## src/rtl/std_cache_pkg.sv

```systemverilog
// Shared definitions for the D-cache error monitor: config/exception types,
// register indices and STATUS/CTRL/CLEAR bit positions.
package std_cache_pkg;

    typedef struct packed {
        int unsigned XLEN;
    } cva6_cfg_t;

    localparam cva6_cfg_t cva6_cfg_empty = '{XLEN: 64};

    // Fields are sized for the widest XLEN; narrower cores leave upper bits 0.
    typedef struct packed {
        logic [63:0] cause;
        logic [63:0] tval;
        logic        valid;
    } exception_t;

    typedef struct packed {
        logic [63:0] cause;
        logic [63:0] tval;
    } errmon_ue_rec_t;

    localparam logic [3:0] ERRMON_CNT0       = 4'd0;
    localparam logic [3:0] ERRMON_CNT5       = 4'd5;
    localparam logic [3:0] ERRMON_STATUS     = 4'd6;
    localparam logic [3:0] ERRMON_THRESH     = 4'd7;
    localparam logic [3:0] ERRMON_CTRL       = 4'd8;
    localparam logic [3:0] ERRMON_CLEAR      = 4'd9;
    localparam logic [3:0] ERRMON_UE_CAUSE   = 4'd10;
    localparam logic [3:0] ERRMON_UE_TVAL_LO = 4'd11;
    localparam logic [3:0] ERRMON_UE_TVAL_HI = 4'd12;

    localparam int unsigned ERRMON_ST_UE_VALID   = 0;
    localparam int unsigned ERRMON_ST_UE_OVERRUN = 1;
    localparam int unsigned ERRMON_ST_SAT_LSB    = 8;
    localparam int unsigned ERRMON_ST_IRQ        = 16;
    localparam int unsigned ERRMON_ST_OCC_LSB    = 24;

    localparam int unsigned ERRMON_CTRL_CE_EN = 0;
    localparam int unsigned ERRMON_CTRL_UE_EN = 1;

    localparam int unsigned ERRMON_CLR_UE  = 0;
    localparam int unsigned ERRMON_CLR_SAT = 1;
    localparam int unsigned ERRMON_CLR_CNT = 2;

    localparam int unsigned ERRMON_UE_FIFO_DEPTH = 4;

endpackage

```

## src/rtl/std_nbdcache_err_fifo.sv

```systemverilog
// Small FIFO of uncorrectable-error records; flush wins over stored entries,
// but a push in the flush cycle is kept. Depth must be a power of two.
module std_nbdcache_err_fifo
    import std_cache_pkg::*;
#(
    parameter int unsigned Depth = 4
) (
    input  logic                         clk_i,
    input  logic                         rst_ni,
    input  logic                         flush_i,
    input  logic                         push_i,
    input  errmon_ue_rec_t               data_i,
    input  logic                         pop_i,
    output errmon_ue_rec_t               data_o,
    output logic                         full_o,
    output logic                         empty_o,
    output logic [$clog2(Depth+1)-1:0]   usage_o
);
    localparam int unsigned AW = $clog2(Depth);
    localparam int unsigned UW = $clog2(Depth + 1);

    errmon_ue_rec_t  mem_q [Depth];
    logic [AW-1:0]   wr_ptr_q, rd_ptr_q;
    logic [UW-1:0]   usage_q;
    logic            do_push, do_pop;

    assign full_o  = (usage_q == UW'(Depth));
    assign empty_o = (usage_q == '0);
    assign usage_o = usage_q;
    assign data_o  = empty_o ? '0 : mem_q[rd_ptr_q];

    // A pop frees a slot in the same cycle, so push is accepted when full.
    assign do_push = push_i & (~full_o | pop_i);
    assign do_pop  = pop_i & ~empty_o;

    always_ff @(posedge clk_i or negedge rst_ni) begin
        if (!rst_ni) begin
            wr_ptr_q <= '0;
            rd_ptr_q <= '0;
            usage_q  <= '0;
        end else if (flush_i) begin
            wr_ptr_q <= AW'(push_i);
            rd_ptr_q <= '0;
            usage_q  <= UW'(push_i);
        end else begin
            if (do_push) wr_ptr_q <= wr_ptr_q + 1'b1;
            if (do_pop)  rd_ptr_q <= rd_ptr_q + 1'b1;
            usage_q <= usage_q + UW'(do_push) - UW'(do_pop);
        end
    end

    always_ff @(posedge clk_i) begin
        if (flush_i) begin
            if (push_i) mem_q[0] <= data_i;
        end else if (do_push) begin
            mem_q[wr_ptr_q] <= data_i;
        end
    end

endmodule

```

## src/rtl/std_nbdcache_err_monitor.sv

```systemverilog
// D-cache ECC error monitor: saturating event counters, UE capture, threshold irq.
// Optional DCACHE_ERR_MON_FIFO_EN turns the single UE record into a 4-deep FIFO.
module std_nbdcache_err_monitor
    import std_cache_pkg::*;
#(
    parameter cva6_cfg_t   CVA6Cfg   = cva6_cfg_empty,
    parameter int unsigned NumEvents = 6,
    parameter int unsigned CntWidth  = 32,
    parameter int unsigned CeIdx     = 0
) (
    input  logic                 clk_i,
    input  logic                 rst_ni,
    input  logic [NumEvents-1:0] counters_i,
    input  exception_t           uncorrectable_ex_i,
    input  logic                 reg_req_i,
    input  logic                 reg_we_i,
    input  logic [3:0]           reg_addr_i,
    input  logic [31:0]          reg_wdata_i,
    output logic                 reg_gnt_o,
    output logic                 reg_rvalid_o,
    output logic [31:0]          reg_rdata_o,
    output logic                 irq_o
);
    localparam logic [CntWidth-1:0] CntMax = '1;

    logic [CntWidth-1:0] cnt_q [NumEvents];
    logic [31:0]         cnt_ext [NumEvents];
    logic [NumEvents-1:0] sat_q;
    logic [31:0]         thresh_q;
    logic                irq_ce_en_q, irq_ue_en_q;
    logic                rvalid_q, irq_q, irq_d;
    logic [31:0]         rdata_q, rd_data, status;
    logic                wr_en, rd_en, clr_ue, clr_sat, clr_cnt;
    logic                ue_valid, ue_overrun;
    errmon_ue_rec_t      ue_rec, ue_new;
    logic                unused_cause_hi;

    function automatic logic [CntWidth-1:0] sat_inc(input logic [CntWidth-1:0] v);
        return (v == CntMax) ? v : v + 1'b1;
    endfunction

    assign wr_en   = reg_req_i & reg_we_i;
    assign rd_en   = reg_req_i & ~reg_we_i;
    assign clr_ue  = wr_en & (reg_addr_i == ERRMON_CLEAR) & reg_wdata_i[ERRMON_CLR_UE];
    assign clr_sat = wr_en & (reg_addr_i == ERRMON_CLEAR) & reg_wdata_i[ERRMON_CLR_SAT];
    assign clr_cnt = wr_en & (reg_addr_i == ERRMON_CLEAR) & reg_wdata_i[ERRMON_CLR_CNT];
    assign ue_new  = {uncorrectable_ex_i.cause, uncorrectable_ex_i.tval};
    assign unused_cause_hi = ^ue_rec.cause[63:32];

    // Software writes and counter clears win over a same-cycle event.
    always_ff @(posedge clk_i or negedge rst_ni) begin
        if (!rst_ni) begin
            for (int i = 0; i < NumEvents; i++) cnt_q[i] <= '0;
            sat_q <= '0;
        end else begin
            if (clr_sat) sat_q <= '0;
            for (int i = 0; i < NumEvents; i++) begin
                if (wr_en && reg_addr_i == 4'(i)) begin
                    cnt_q[i] <= reg_wdata_i[CntWidth-1:0];
                end else if (clr_cnt) begin
                    cnt_q[i] <= '0;
                end else if (counters_i[i]) begin
                    cnt_q[i] <= sat_inc(cnt_q[i]);
                    if (cnt_q[i] >= CntMax - 1'b1) sat_q[i] <= 1'b1;
                end
            end
        end
    end

    always_ff @(posedge clk_i or negedge rst_ni) begin
        if (!rst_ni) begin
            thresh_q    <= '0;
            irq_ce_en_q <= 1'b0;
            irq_ue_en_q <= 1'b0;
            rvalid_q    <= 1'b0;
            rdata_q     <= '0;
            irq_q       <= 1'b0;
        end else begin
            if (wr_en && reg_addr_i == ERRMON_THRESH) thresh_q <= reg_wdata_i;
            if (wr_en && reg_addr_i == ERRMON_CTRL) begin
                irq_ce_en_q <= reg_wdata_i[ERRMON_CTRL_CE_EN];
                irq_ue_en_q <= reg_wdata_i[ERRMON_CTRL_UE_EN];
            end
            rvalid_q <= rd_en;
            if (rd_en) rdata_q <= rd_data;
            irq_q <= irq_d;
        end
    end

`ifdef DCACHE_ERR_MON_FIFO_EN
    localparam int unsigned OccW = $clog2(ERRMON_UE_FIFO_DEPTH + 1);

    logic            fifo_full, fifo_empty, fifo_pop, ue_overrun_q;
    logic [OccW-1:0] ue_occ;

    // Reading TVAL_HI consumes the head record.
    assign fifo_pop = rd_en & (reg_addr_i == ERRMON_UE_TVAL_HI) & ~fifo_empty;

    std_nbdcache_err_fifo #(
        .Depth (ERRMON_UE_FIFO_DEPTH)
    ) i_ue_fifo (
        .clk_i   (clk_i),
        .rst_ni  (rst_ni),
        .flush_i (clr_ue),
        .push_i  (uncorrectable_ex_i.valid),
        .data_i  (ue_new),
        .pop_i   (fifo_pop),
        .data_o  (ue_rec),
        .full_o  (fifo_full),
        .empty_o (fifo_empty),
        .usage_o (ue_occ)
    );

    always_ff @(posedge clk_i or negedge rst_ni) begin
        if (!rst_ni) begin
            ue_overrun_q <= 1'b0;
        end else if (clr_ue) begin
            ue_overrun_q <= 1'b0;
        end else if (uncorrectable_ex_i.valid && fifo_full && !fifo_pop) begin
            ue_overrun_q <= 1'b1;
        end
    end

    assign ue_valid   = ~fifo_empty;
    assign ue_overrun = ue_overrun_q;
`else
    logic           ue_valid_q, ue_overrun_q;
    errmon_ue_rec_t ue_rec_q;

    // A UE arriving with CLEAR replaces the record instead of being an overrun.
    always_ff @(posedge clk_i or negedge rst_ni) begin
        if (!rst_ni) begin
            ue_valid_q   <= 1'b0;
            ue_overrun_q <= 1'b0;
            ue_rec_q     <= '0;
        end else if (uncorrectable_ex_i.valid) begin
            ue_valid_q   <= 1'b1;
            ue_overrun_q <= clr_ue ? 1'b0 : (ue_overrun_q | ue_valid_q);
            if (!ue_valid_q || clr_ue) ue_rec_q <= ue_new;
        end else if (clr_ue) begin
            ue_valid_q   <= 1'b0;
            ue_overrun_q <= 1'b0;
        end
    end

    assign ue_valid   = ue_valid_q;
    assign ue_overrun = ue_overrun_q;
    assign ue_rec     = ue_rec_q;
`endif

    always_comb begin
        for (int i = 0; i < NumEvents; i++) begin
            cnt_ext[i] = '0;
            cnt_ext[i][CntWidth-1:0] = cnt_q[i];
        end
    end

    assign irq_d = (irq_ce_en_q & (thresh_q != '0) & (cnt_ext[CeIdx] >= thresh_q))
                 | (irq_ue_en_q & ue_valid);

    always_comb begin
        status = '0;
        status[ERRMON_ST_UE_VALID]   = ue_valid;
        status[ERRMON_ST_UE_OVERRUN] = ue_overrun;
        for (int i = 0; i < NumEvents && i < 6; i++) status[ERRMON_ST_SAT_LSB+i] = sat_q[i];
        status[ERRMON_ST_IRQ] = irq_q;
`ifdef DCACHE_ERR_MON_FIFO_EN
        status[ERRMON_ST_OCC_LSB +: OccW] = ue_occ;
`endif
    end

    always_comb begin
        rd_data = '0;
        for (int i = 0; i < NumEvents; i++) begin
            if (reg_addr_i == 4'(i)) rd_data = cnt_ext[i];
        end
        case (reg_addr_i)
            ERRMON_STATUS:     rd_data = status;
            ERRMON_THRESH:     rd_data = thresh_q;
            ERRMON_CTRL: begin
                rd_data[ERRMON_CTRL_CE_EN] = irq_ce_en_q;
                rd_data[ERRMON_CTRL_UE_EN] = irq_ue_en_q;
            end
            ERRMON_UE_CAUSE:   rd_data = ue_rec.cause[31:0];
            ERRMON_UE_TVAL_LO: rd_data = ue_rec.tval[31:0];
            ERRMON_UE_TVAL_HI: rd_data = (CVA6Cfg.XLEN > 32) ? ue_rec.tval[63:32] : 32'h0;
            default: ;
        endcase
    end

    assign reg_gnt_o    = reg_req_i;
    assign reg_rvalid_o = rvalid_q;
    assign reg_rdata_o  = rdata_q;
    assign irq_o        = irq_q;

endmodule

```

## config.mk

```make
export PLATFORM = sky130hd
export DESIGN_NAME = std_nbdcache_err_monitor
export DESIGN_NICKNAME = d
export VERILOG_FILES = /design/src/rtl/std_cache_pkg.sv /design/src/rtl/std_nbdcache_err_fifo.sv /design/src/rtl/std_nbdcache_err_monitor.sv
export SDC_FILE = /design/constraint.sdc
export NUM_CORES = 1
export LEC_CHECK = 0
export CAP_MARGIN = 5
export CORE_MARGIN = 3
export CORE_UTILIZATION = 50
export CTS_CLUSTER_SIZE = 25
export DETAILED_ROUTE_END_ITERATION = 6
export PLACE_DENSITY = 0.67
export SKIP_LAST_GASP = 1
export SLEW_MARGIN = 20
export SYNTH_ARGS = -nofsm -noshare
export SYNTH_HDL_FRONTEND = slang
export SYNTH_SLANG_ARGS = --single-unit
```

## constraint.sdc

```tcl
create_clock -name clk_i -period 5.8 [get_ports clk_i]
set_clock_uncertainty 0.15 [all_clocks]
set_input_delay 1.16 -clock clk_i [delete_from_list [all_inputs] [get_ports clk_i]]
set_output_delay 1.16 -clock clk_i [all_outputs]
set_load 0.05 [all_outputs]
```

==> reports/results.tsv, run 1 <==
stage	metric	value	unit
status	status	complete, no violations	
critical_path	Crit-path slowest cell	clkdlybuf4s50_1	
floorplanning	core area	0.0413	mm2
critical_path	Worst EP required	6.09	ns
clock_tree	setup bufs post-CTS	0	
global_routing	global-route wire length before repair	135000	um
drt	Wirelength per Cell	31.1	um
global_routing	M1 GR Usage	0.583	
clock_tree	CTS tree	yes	
floorplanning	io pins	210	
synthesis	top_reg_cell synth	dfrtp_1	
critical_path	worst path arrival time	4.68	ns
power	P_leak	9.98	nW
synthesis	synth warn	0	
place	post-detail-place hpwl	68100	um
finish	fin util	0.602	
synthesis	post-synthesis mux area share	0.0562	
critical_path	delay-heaviest family, CP	simple AND/OR/NAND/NOR gates	
clock_tree	CTS Buffer Depth	3	
synthesis	average cell area after synthesis	8.94	um2
floorplanning	Rows	74	
power	Power per Cell Area	343	mW/mm2
synthesis	Async SR Flop Fraction	1.00	
synthesis	Yosys reg bits	364	
global_routing	gr ovfl total	0	
timing	Final TNS setup	0	ns
synthesis	cell with the most instances after synthesis	nand2_1	
finish	area taken by multi-input logic gates	0.0113	mm2
clock_tree	worst skew pair latency	0.60	ns
min_path	worst min path class	flop to flop	
finish	share of cells above drive strength 1	0.102	
global_routing	vias in the first global route	19900	
floorplanning	Die Ht	211	um
drt	Residual DRC	0	
critical_path	CP Launch Point	reg_addr_i[0]	
power	Max VDD drop	0.289	mV
floorplanning	initial core utilization	0.511	
place	routability congestion estimate	1.06	
timing	highest clock rate	228	MHz
critical_path	critical path class	input pin to flop	
synthesis	Unique masters post-synth	76	
synthesis	share of the synthesized area in compound gates (AO/OA/AOI/OAI)	0.221	
synthesis	Post-Syn Area	0.0211	mm2
timing	RSZ-0062 raised after global routing	false	
timing	Final Hold Viols	0	
global_routing	M3 GR Usage	0.0948	
global_routing	largest net degree at the start of global routing	130	
synthesis	Synth Area in Simple Gates	0.191	
timing	Worst slew margin	0.258	
critical_path	RR Startpoint	cnt_ext[149]$_DFFE_PN0P_	
drt	vias per cell	7.02	
clock_tree	Num CTS Buffers	43	
synthesis	Synth Instances	2362	
critical_path	slowest stage delay, CP	0.87	ns
drt	First DRT Iteration DRCs	2976	
critical_path	Setup crit end kind	flop	
synthesis	Synth area leader	dfrtp_1	
clock_tree	clk root buf	clkbuf_16	
synthesis	combinational family with the most area after synthesis	compound AO/OA/AOI/OAI gates	
finish	Nets	2705	
synthesis	EDFF count, synth	0	
job	maxcap violations	0	
synthesis	area share of the largest cell type after synthesis	0.431	
finish	register area	0.00911	mm2
synthesis	adder-cell share of the synthesized area	0.0261	
clock_tree	clock transition at the registers of the reported paths	0.06	ns
global_routing	GRT busiest layer	met1	
global_routing	initial antenna violation count	4	
drt	antenna viol nets, final	0	
timing	measured slew at the worst slew-check pin	1.11	ns
drt	1st-pass router iterations	6	
critical_path	most frequent CP cell	nor2_2	
critical_path	critical-path cell list	clkdlybuf4s50_1 > nand2b_1 > nor2_2 > nor2_2 > nand2_1 > o221ai_1 > a41oi_1	
clock_tree	Post-CTS Resized	0	
synthesis	register area share after synthesis	0.431	
synthesis	synth top area cells	dfrtp_1 (43%), nand2_1 (6.5%), mux2_2 (5.2%)	
global_routing	GR Util All Layers	0.417	
clock_tree	Sink Count	364	
timing	Final Cycle Share	0.755	
floorplanning	die area	0.0447	mm2
floorplanning	die width	211	um
timing	crit path time final	4.38	ns
timing	Final setup viols	0	
min_path	Min-Delay Startpoint	reg_rdata_o[28]$_DFFE_PN0P_	
critical_path	CP Max Fanout	19	
timing	Max Slew Vio Count	0	
synthesis	Commonest cells post-synth	nand2_1 (365), dfrtp_1 (364), o21ai_0 (182)	
clock_tree	# hold bufs at CTS	0	
clock_tree	H-tree depth	2	
critical_path	WP buf/inv	1	
finish	area grow syn2layout	17.7	%
critical_path	CP startpoint kind	input pin	
global_routing	met2 Track Usage GR	0.576	
drt	final wirelength	95000	um
synthesis	xor/xnor share of the synthesized area	0.0357	
finish	# fillers	3572	
synthesis	Syn Nets	2581	
place	Port-buffer cells	177	
drt	routed via count	21500	
[cells by family (layout without fill, tap and decap cells)]
logic type	after synthesis	in the layout
adders and majority gates	44	44
AOI/OAI and AO/OA	718	718
DFF	364	364
xor gates and xnor gates	86	86
muxes	105	105
and+or+nand+nor	839	839
other	0	4
buffers and inverters	206	363
[worst reg2reg max path, cell delays in order (launching register included)]
cell and delay (ns):
dfrtp_1 0.60, nand4_1 0.28, nor4b_1 0.89, a31o_2 0.43
nand2_1 0.52, o221ai_1 0.44, a41oi_1 0.07
[through the flow]
stage                     hold WS (ns)  worst slack, ns  area (um2)  total power, mW  instances
after global placement           0.322            0.438       23400             5.63       2973
after CTS                        0.339             1.65       24800             8.45       3051
final                            0.344             1.42       24800             8.53       3055
after floorplan                  0.294             2.62       21100             4.69       2362
after global routing             0.349             1.33       24800             8.81       3051
after detailed placement         0.322             1.03       23400             5.70       2973
[placed cells by master, fill, tap and decap left out, types with 11 or more instances in the layout]
cell type          n
clkdlybuf4s50_1  176
a221oi_1          45
a31oi_1           39
xnor2_1           51
a21o_1            15
nor2_2            11
clkbuf_16         43
buf_4             44
o21ai_0          182
nor4_1            28
a21oi_1          170
o21ai_1           14
nand4_1           81
nand3_1           96
inv_1             61
xor2_1            35
o31ai_1           29
and4_1            18
and2_1            17
a22oi_1           84
nand2_1          364
ha_1              44
nor2_1            93
and3_1            24
mux2_2            98
dfrtp_1          364
nor3_1            40
a22o_1            42
nand2b_1          12
[state kept, by name, indices dropped and copies added, names as in the netlist]
name,cells
irq_ue_en_q,1
ue_rec,96
irq_ce_en_q,1
sat_q,6
ue_overrun,1
cnt_ext,192
reg_rdata_o,32
thresh_q,32
reg_rvalid_o,1
irq_o,1
ue_valid,1
[final cells by class]
| type | count | share of cell area |
|---|---|---|
| well taps | 532 | 0.0268 |
| clock inverters | 18 | 0.00785 |
| inverters | 61 | 0.00921 |
| repair buffers | 224 | 0.0872 |
| clock buffers | 60 | 0.0487 |
| multi-input cells | 1792 | 0.453 |
| flip-flops and latches | 364 | 0.367 |
| diodes | 4 | 0.000403 |
[power by group]
part / switching, mW / total (mW) / internal, mW / leakage, nW
combinational: 0.974 / 1.74 / 0.765 / 4.73
sequential: 0.946 / 4.02 / 3.08 / 4.56
clock: 1.18 / 2.77 / 1.59 / 0.688
total: 3.10 / 8.53 / 5.44 / 9.98
[per-layer routing]
layer	vias to the layer above	part of all wire	routed length, um
met1	10400	0.38	36500
met2	1597	0.41	38500
met5	-	0.00039	37
met3	364	0.13	12400
li1	9047	-	-
met4	6	0.079	7540
[final timing paths]
path / to / slack, ns / depth (start not counted)
worst max register to register: cnt_ext[153]$_DFFE_PN0P_ / 2.27 / 6
worst max-delay path: cnt_ext[153]$_DFFE_PN0P_ / 1.42 / 7
worst min-delay path: reg_rdata_o[28]$_DFFE_PN0P_ / 0.34 / 1
max in group asynchronous: cnt_ext[43]$_DFFE_PN0P_ / 3.66 / 2
worst min register to register: reg_rdata_o[28]$_DFFE_PN0P_ / 0.34 / 1
min in group asynchronous: cnt_ext[113]$_DFFE_PN0P_ / 0.42 / 1
Power figures use the tool's default switching activity.
==> inputs of run 2 (changes only) <==
--- a/config.mk
+++ b/config.mk
@@ -10,7 +10,7 @@
 export CORE_UTILIZATION = 50
 export CTS_CLUSTER_SIZE = 25
 export DETAILED_ROUTE_END_ITERATION = 6
-export PLACE_DENSITY = 0.67
+export PLACE_DENSITY = 0.7
 export SKIP_LAST_GASP = 1
 export SLEW_MARGIN = 20
 export SYNTH_ARGS = -nofsm -noshare
==> constraint.sdc (replaced) <==
create_clock -name clk_i -period 3.8 [get_ports clk_i]
set_clock_uncertainty 0.15 [all_clocks]
set_input_delay 0.76 -clock clk_i [delete_from_list [all_inputs] [get_ports clk_i]]
set_output_delay 0.76 -clock clk_i [all_outputs]
set_load 0.05 [all_outputs]
==> run 2 against run 1 <==
The run now ends with DRC left. Flip-flop and latch count did not move. Clock-buffer cell count up 2. Design area up 3.7%. Largest cell class unchanged. Highest routed layer unchanged.
==> reports/results.tsv, run 2 (synthesis gave the netlist of run 1 again) <==
stage	metric	value	unit	change
status	status	finished, violations left		was complete, no violations
status	failing checks	DRC		
floorplanning	Rows	74		unchanged
timing	WHS	0.000276	ns	was 0.344 ns
timing	Final TNS setup	0	ns	unchanged
critical_path	RR Startpoint	cnt_ext[168]$_DFFE_PN0P_		was cnt_ext[149]$_DFFE_PN0P_
critical_path	R2R Setup Slk	0.63	ns	was 2.27 ns
place	placed cell count	3079		was 2973
critical_path	CP Max Fanout	11		was 19
finish	share of cells above drive strength 1	0.138		was 0.102
critical_path	capturing point of the worst reg2reg path	cnt_ext[177]$_DFFE_PN0P_		was cnt_ext[153]$_DFFE_PN0P_
floorplanning	die area	0.0447	mm2	unchanged
global_routing	global-route wire length before repair	142000	um	was 135000 um
critical_path	critical-path cell list	nand4_2 > or3_4 > or4_1 > a21oi_1 > nor2_1 > o22a_1		was clkdlybuf4s50_1 > nand2b_1 > nor2_2 > nor2_2 > nand2_1 > o221ai_1 > a41oi_1
drt	antenna viol nets, final	0		unchanged
finish	Final Non-Filler Cells	3161		was 3055
power	P_leak	10.5	nW	was 9.98 nW
clock_tree	CTS tree	yes		unchanged
timing	Max Slew Vio Count	0		unchanged
min_path	worst min path class	input pin to asynchronous set/reset pin		was flop to flop
global_routing	largest net degree at the start of global routing	82		was 130
critical_path	Worst EP required	4.12	ns	was 6.09 ns
timing	Final Hold Viols	0		unchanged
drt	Wirelength per Cell	31.2	um	was 31.1 um
finish	max reg flops	192		unchanged
drt	Residual DRC	5		was 0
floorplanning	initial core utilization	0.511		unchanged
global_routing	GR Util All Layers	0.437		was 0.417
clock_tree	H-tree depth	2		unchanged
critical_path	delay-heaviest family, CP	simple AND/OR/NAND/NOR gates		unchanged
power	Total Power	13.2	mW	was 8.53 mW
floorplanning	core area	0.0413	mm2	unchanged
critical_path	Setup crit end kind	flop		unchanged
place	routability congestion estimate	1.06		about the same
critical_path	Levels on crit path	6		was 7
place	post-detail-place hpwl	73800	um	was 68100 um
clock_tree	worst skew pair latency	0.60	ns	about the same
critical_path	CP startpoint kind	flop		was input pin
floorplanning	die width	211	um	unchanged
drt	final wirelength	98700	um	was 95000 um
drt	First DRT Iteration DRCs	3567		was 2976
clock_tree	Num CTS Buffers	43		unchanged
power	Max VDD drop	0.467	mV	was 0.289 mV
global_routing	initial antenna violation count	8		was 4
clock_tree	clock transition at the registers of the reported paths	0.06	ns	about the same
finish	fin util	0.624		was 0.602
power	Power per Cell Area	512	mW/mm2	was 343 mW/mm2
clock_tree	# hold bufs at CTS	0		unchanged
timing	highest clock rate	316	MHz	
critical_path	slowest stage delay, CP	0.68	ns	was 0.87 ns
drt	1st-pass router iterations	7		was 6
clock_tree	Post-CTS Resized	0		unchanged
finish	Nets	2811		was 2705
place	Port-buffer cells	177		unchanged
critical_path	WP buf/inv	0		was 1
global_routing	vias in the first global route	20900		was 19900
clock_tree	setup bufs post-CTS	0		unchanged
global_routing	gr ovfl total	0		unchanged
clock_tree	CTS Buffer Depth	3		unchanged
timing	Final Cycle Share	0.833		
finish	most frequent cells in the layout	nand2_1 (364), dfrtp_1 (364), o21ai_0 (182), clkdlybuf4s50_1 (176), a21oi_1 (170)		unchanged
timing	RSZ-0062 raised after global routing	false		unchanged
drt	routed via count	22200		was 21500
critical_path	CP Launch Point	cnt_ext[168]$_DFFE_PN0P_		was reg_addr_i[0]
critical_path	worst path arrival time	3.49	ns	was 4.68 ns
finish	area grow syn2layout	22.1	%	was 17.7%
critical_path	Crit-path slowest cell	or4_1		was clkdlybuf4s50_1
critical_path	worst r2r path cells	6		unchanged
timing	measured slew at the worst slew-check pin	1.13	ns	was 1.11 ns
floorplanning	io pins	210		unchanged
clock_tree	clk root buf	clkbuf_16		unchanged
floorplanning	Die Ht	211	um	unchanged
timing	crit path time final	3.17	ns	
timing	Worst slew margin	0.244		was 0.258
critical_path	critical path class	flop to flop		was input pin to flop
job	maxcap violations	0		unchanged
clock_tree	Sink Count	364		unchanged
timing	Final setup viols	0		unchanged
drt	vias per cell	7.04		was 7.02
-- run 2: where the power goes --
part           total (mW)  leakage, nW  internal (mW)  switching (mW)
sequential           6.19         4.56           4.70            1.49
clock                4.17        0.683           2.37            1.80
combinational        2.82         5.30           1.25            1.57
-- run 2: worst max-delay path by stage --
| stage | endpoint |
|---|---|
| 3_3_place_gp | reg_rdata_o[25]$_DFFE_PN0P_ |
| 6_report | cnt_ext[177]$_DFFE_PN0P_ |
| 2_1_floorplan | cnt_ext[137]$_DFFE_PN0P_ |
| 5_1_grt | cnt_ext[177]$_DFFE_PN0P_ |
| 3_5_place_dp | reg_rdata_o[25]$_DFFE_PN0P_ |
| 4_1_cts | cnt_ext[177]$_DFFE_PN0P_ |
-- run 2: final cells by class --
type | instances | area (um2)
Clock inverter | 15 | 124
Clock buffer | 62 | 1260
Multi-Input combinational cell | 1792 | 11300
Timing Repair Buffer | 330 | 3130
Sequential cell | 364 | 9110
Inverter | 61 | 229
Antenna cell | 5 | 12.5
Fill cell | 3568 | 15500
Tap cell | 532 | 666
-- run 2: worst register-to-register path: stages, from the launching register on --
cell     delay, ns
dfrtp_1       0.56
nand4_2       0.18
or3_4         0.48
or4_1         0.68
a21oi_1       0.67
nor2_1        0.11
o22a_1        0.22
-- run 2: per-stage QoR --
stage | setup slack (ns) | instance area (um2)
after global placement | 0.235 | 24400
final | 0.635 | 25800
after global routing | 0.577 | 25800
after CTS | 0.692 | 25800
after floorplan | 1.02 | 21100
after detailed placement | 0.210 | 24400
-- run 2: per-layer routing --
metal	track usage	up-vias	share of wire
li1	-	9272	-
met1	0.598	10800	0.38
met2	0.612	1766	0.40
met3	0.122	407	0.14
met4	0.272	8	0.078
met5	0	-	0.00056
